<file path="src/rtl/reg_alu_ctrl.sv">
// Command sequencer for a register-file/ALU datapath: accepts LOAD/ALU/READ/NOP
// commands, drives datapath controls for one EXEC cycle and returns READ data.
module reg_alu_ctrl #(
  parameter int CNT_W = 8
) (
  input  logic             clk,
  input  logic             reset,
  input  logic             cmd_valid,
  output logic             cmd_ready,
  input  logic [1:0]       cmd_type,
  input  logic [1:0]       cmd_op,
  input  logic [2:0]       cmd_ra,
  input  logic [2:0]       cmd_rb,
  input  logic [2:0]       cmd_rd,
  input  logic [15:0]      cmd_imm,
  output logic             rsp_valid,
  input  logic             rsp_ready,
  output logic [15:0]      rsp_data,
  output logic             carry_flag,
  output logic [CNT_W-1:0] cmd_count,
  output logic             dp_sel,
  output logic             dp_wr,
  output logic [1:0]       dp_op,
  output logic [2:0]       dp_rd_addr_a,
  output logic [2:0]       dp_rd_addr_b,
  output logic [2:0]       dp_wr_addr,
  output logic [15:0]      dp_d_in,
  input  logic [15:0]      dp_d_out_a,
  input  logic             dp_cout
);

  typedef enum logic [1:0] {IDLE = 2'd0, EXEC = 2'd1, RESP = 2'd2} state_t;

  localparam logic [1:0] T_LOAD = 2'b00;
  localparam logic [1:0] T_ALU  = 2'b01;
  localparam logic [1:0] T_READ = 2'b10;
  localparam logic [1:0] T_NOP  = 2'b11;

  state_t           state_q, state_d;
  logic [1:0]       type_q, type_d;
  logic [1:0]       op_q, op_d;
  logic [2:0]       ra_q, ra_d;
  logic [2:0]       rb_q, rb_d;
  logic [2:0]       rd_q, rd_d;
  logic [15:0]      imm_q, imm_d;
  logic [15:0]      rsp_data_q, rsp_data_d;
  logic             carry_q, carry_d;
  logic             sel_q, sel_d;
  logic [CNT_W-1:0] cnt_q, cnt_d;
  logic             accept;
  logic             exec_wr;

  always_comb begin
    state_d    = state_q;
    type_d     = type_q;
    op_d       = op_q;
    ra_d       = ra_q;
    rb_d       = rb_q;
    rd_d       = rd_q;
    imm_d      = imm_q;
    rsp_data_d = rsp_data_q;
    carry_d    = carry_q;
    sel_d      = sel_q;
    cnt_d      = cnt_q;

    accept  = cmd_valid && (state_q == IDLE);
    exec_wr = (state_q == EXEC) && ((type_q == T_LOAD) || (type_q == T_ALU));

    if (accept) begin
      type_d = cmd_type;
      op_d   = cmd_op;
      ra_d   = cmd_ra;
      rb_d   = cmd_rb;
      rd_d   = cmd_rd;
      imm_d  = cmd_imm;
      cnt_d  = cnt_q + CNT_W'(1);
    end

    case (state_q)
      IDLE: begin
        // NOP is counted and latched but never leaves IDLE, so NOPs stream back-to-back
        if (accept && (cmd_type != T_NOP)) state_d = EXEC;
      end
      EXEC: begin
        if (exec_wr) sel_d = (type_q == T_ALU);
        if (type_q == T_ALU) carry_d = dp_cout;
        if (type_q == T_READ) begin
          rsp_data_d = dp_d_out_a;
          state_d    = RESP;
        end else begin
          state_d    = IDLE;
        end
      end
      RESP: begin
        if (rsp_ready) state_d = IDLE;
      end
      default: state_d = IDLE;
    endcase
  end

  always_ff @(posedge clk or negedge reset) begin
    if (!reset) begin
      state_q    <= IDLE;
      type_q     <= T_LOAD;
      op_q       <= '0;
      ra_q       <= '0;
      rb_q       <= '0;
      rd_q       <= '0;
      imm_q      <= '0;
      rsp_data_q <= '0;
      carry_q    <= 1'b0;
      sel_q      <= 1'b0;
      cnt_q      <= '0;
    end else begin
      state_q    <= state_d;
      type_q     <= type_d;
      op_q       <= op_d;
      ra_q       <= ra_d;
      rb_q       <= rb_d;
      rd_q       <= rd_d;
      imm_q      <= imm_d;
      rsp_data_q <= rsp_data_d;
      carry_q    <= carry_d;
      sel_q      <= sel_d;
      cnt_q      <= cnt_d;
    end
  end

  // Write strobe decoded from state so an async reset kills it without waiting for a clock
  assign dp_wr        = exec_wr;
  assign dp_sel       = exec_wr ? (type_q == T_ALU) : sel_q;
  assign cmd_ready    = (state_q == IDLE);
  assign rsp_valid    = (state_q == RESP);
  assign rsp_data     = rsp_data_q;
  assign carry_flag   = carry_q;
  assign cmd_count    = cnt_q;
  assign dp_op        = op_q;
  assign dp_rd_addr_a = ra_q;
  assign dp_rd_addr_b = rb_q;
  assign dp_wr_addr   = rd_q;
  assign dp_d_in      = imm_q;

endmodule

</file>
<file path="config.mk">
export PLATFORM = sky130hd
export DESIGN_NAME = reg_alu_ctrl
export DESIGN_NICKNAME = d
export VERILOG_FILES = /design/src/rtl/reg_alu_ctrl.sv
export SDC_FILE = /design/constraint.sdc
export NUM_CORES = 1
export LEC_CHECK = 0
export ABC_AREA = 1
export BUFFER_PORTS_ARGS = -buffer_cell sky130_fd_sc_hd__buf_2
export CELL_PAD_IN_SITES_DETAIL_PLACEMENT = 0
export CELL_PAD_IN_SITES_GLOBAL_PLACEMENT = 1
export CORE_ASPECT_RATIO = 2
export CORE_MARGIN = 4
export CORE_UTILIZATION = 34
export CTS_BUF_LIST = sky130_fd_sc_hd__clkbuf_4 sky130_fd_sc_hd__clkbuf_8 sky130_fd_sc_hd__clkbuf_16
export DETAILED_ROUTE_END_ITERATION = 8
export PLACE_DENSITY_LB_ADDON = 0.1
export SLEW_MARGIN = 10
export SYNTH_ARGS = -nofsm -noshare
export SYNTH_HDL_FRONTEND = slang
export SYNTH_SLANG_ARGS = --single-unit
</file>
<file path="constraint.sdc">
create_clock -name clk -period 1.4 [get_ports clk]
set_input_delay 0.14 -clock clk [delete_from_list [all_inputs] [get_ports clk]]
set_output_delay 0.14 -clock clk [all_outputs]
set_load 0.01 [all_outputs]
</file>
==> parameters.txt <==
Parameter                              Value

Run status
  Status    finished, final reports clean

Floorplan
  Horizontal die dimension    67.6 um
  Die footprint    8590 um^2
  Y dimension of the die    127 um
  CORE AREA    6940 um^2
  Initial standard-cell utilization of the core    0.348
  Cell row count    43
  Number of I/O pins    106

Pwr
  Worst voltage drop across the vdd grid    853 uV
  Post-layout total power    6.26 mW
  Pwr/cell area    1830 nW/um^2
  Lkg Pwr    1.94 nW

Detailed routing
  First-pass iteration count of the detailed router    4
  Top sig layer    met4
  Post-route DRC violation count    0
  Antenna violation net count after detailed routing    0
  Met2 wire len    2960 um
  Detailed-route wire length per cell    11.8 um
  Met3 wire length    438 um
  Per-cell via count in the routed design    4.26
  Metal-1 WL    2170 um
  Wire length reported by the detailed router    5660 um
  1st-iter DRT viols    58
  Overall via count from detail_route    2044

Clock tree
  Worst-Skew Late Latency    0.32 ns
  CTS tree    yes
  Clock-pin slew of the registers on the worst-case setup and hold paths    0.04 ns
  Number of buffers created by CTS    9
  Buffer depth of the longest clock path    2
  Clock sink count    57
  CTS Root Cell    clkbuf_16
  H-tree levels    3

STA
  Period utilization    0.988
  Shortest clock period the worst path allows after layout    1.38 ns
  Final slew viol count    0
  Post-route clock skew    0.00475 ns
  Final setup fails    0
  Unrepaired setup endpoints after global routing    true
  Slew at the pin with the worst max-slew slack    0.494 ns
  Total Neg Setup Slack    0 ns
  Relative slew margins    0.671
  Worst Slack Setup Final    0.0170 ns
  Peak clock frequency supported by timing    723 MHz
  Final Hold Viols    0

Finish
  Net count reported at finish    440
  Area growth, synth to finish    41.5%
  Antenna diode count    0
  Post-layout instance count excluding filler cells    480
  Fill cell instance count of the final layout    722
  Share of the core filled with cells in the final layout    0.492
  Layout cell share with drive strength beyond 1    0.395

Worst setup path
  Crit start category    register
  Cell with the most instances on the worst path    buf_4
  Slowest stage cell on the critical path    dfrtp_1
  Required time reported for the critical path endpoint    1.26 ns
  Critical path class    reg -> out
  Critical path cell sequence    buf_4, buf_4, nor2_4, buf_6
  Slowest cell delay on critical path    0.38 ns
  CP arrival    1.24 ns
  Sort of element at the end of the critical path    output port
  Max FO, Critical Path    2

Place
  Post-DP HPWL    4180 um
  Placed instance count    456
  Port Buf Inserts    105
  Weighted congestion reported at the end of routability-driven placement    0.673
  Setup slack at placement    0.136 ns

Synthesis
  Number of flip-flops and latches in the synthesized netlist    57
  Nets in the synthesized netlist    315
  Mean instance size in the synthesized netlist    9.14 um^2
  Combined area of all synthesized cells    2410 um^2
  Syn. warnings    0
  Number of distinct standard cells referenced by the synthesized netlist    21
  Synthesized instance count    264
  Share of the yosys chip area belonging to registers    0.591

GRT
  Total routing usage reported by global routing    0.142
  Total congestion overflow after global routing    0
  Via count of the first global-routing pass    2040
  Pin count of the biggest net entering global routing    35
  Initial antenna violation count    0
  Global-route wire length before repair    9090 um

Flow run
  Max Cap Viol    0

Worst hold path
  Type of the tightest min-delay check    in -> reg
[placed cells by master, fill, tap and decap left out, types with 2 or more instances in the layout]
cell,instances
inv_1,22
buf_6,4
o21ai_0,14
nor2_1,6
dfrtp_1,56
nor2_4,3
buf_2,104
nand2_1,120
o21ai_1,3
buf_4,10
dlygate4sd3_1,3
nand2_2,11
clkinv_2,2
buf_12,2
clkbuf_16,9
nand3_1,4
xor2_1,4
[worst paths after layout]
path,cells after the start,slack (ns),to,from
worst max-delay path,4,0.02,cmd_ready,state_q[1]
worst min-delay path,2,0.01,state_q[1],rsp_ready
worst max register to register,8,0.06,cmd_count[5],state_q[1]
worst min register to register,2,0.47,dp_rd_addr_a[1],dp_rd_addr_a[1]
max in group asynchronous,3,0.56,state_q[0],reset
min in group asynchronous,2,0.32,rsp_data[5],reset
[worst max-delay path: cells and delay by family (launching register included)]
kind | cells | cell delay (ns)
buf+inv | 3 | 0.40
simple gates | 1 | 0.15
flops | 1 | 0.38
[report_power, final]
part | internal, mW | total [mW] | switching (mW)
registers | 2.21 | 2.58 | 0.374
logic | 0.833 | 1.88 | 1.05
clock network | 1.16 | 1.79 | 0.630
total | 4.20 | 6.26 | 2.05
[cells by family after synthesis]
| logic type | Yosys count | share of synthesized area |
|---|---|---|
| AO/OA/AOI/OAI | 20 | 0.0425 |
| XOR/XNOR | 4 | 0.0145 |
| AND/OR/NAND/NOR | 149 | 0.266 |
| adder cells (fa/ha/maj) | 1 | 0.00519 |
| flip-flops | 57 | 0.591 |
| buffers and inverters | 33 | 0.0804 |
[synthesized netlist by cell type, drive strengths merged]
cell,instances,area share
nor2,9,0.020
nand3,5,0.010
a21oi,1,0.0021
o21ai,18,0.037
ha,1,0.0052
xor2,4,0.015
nand4,2,0.011
o31ai,1,0.0031
dfrtp,57,0.59
buf,9,0.040
nand2,133,0.22
inv,24,0.040
[per-layer routing]
metal,global-route usage,up-vias
met5,0,-
met2,0.234,71
met4,0.0754,0
met3,0.0493,7
met1,0.154,918
li1,-,1048
[sequential cells by signal, indices dropped and copies added, names as in the netlist]
signal / cells
rsp_data: 16
dp_rd_addr_a: 3
dp_wr_addr: 3
cmd_count: 8
carry_flag: 1
sel_q: 1
dp_d_in: 16
type_q: 2
dp_rd_addr_b: 3
dp_op: 2
state_q: 2
[timing repair]
action / CTS / global route
gates resized for setup: 4 / 11
pin swaps: 0 / 3
setup buffers: 4 / 5
endpoints found under the hold margin: 16 / 0
endpoints found under the setup margin: 2 / 8
hold buffers: 3 / 0
[through the flow]
| stage | instance area [um^2] | hold slack, ns |
|---|---|---|
| after floorplan | 2410 | -0.156 |
| after global placement | 3020 | 0.116 |
| after detailed placement | 3020 | 0.136 |
| after CTS | 3330 | 0.000318 |
| after global routing | 3410 | 0.00694 |
| final | 3410 | 0.0138 |
[area by class of cell]
cell class                 count  area (um^2)  share of cell area
clock buffer                  10          233              0.0682
clock inverter                 2         10.0             0.00293
inverter                      24          103              0.0300
multi-input combinational    174          818               0.240
sequential                    57         1430               0.418
tap                           90          113              0.0330
timing repair buffer         123          711               0.208
Note: power is estimated with default switching activity, not from simulation.
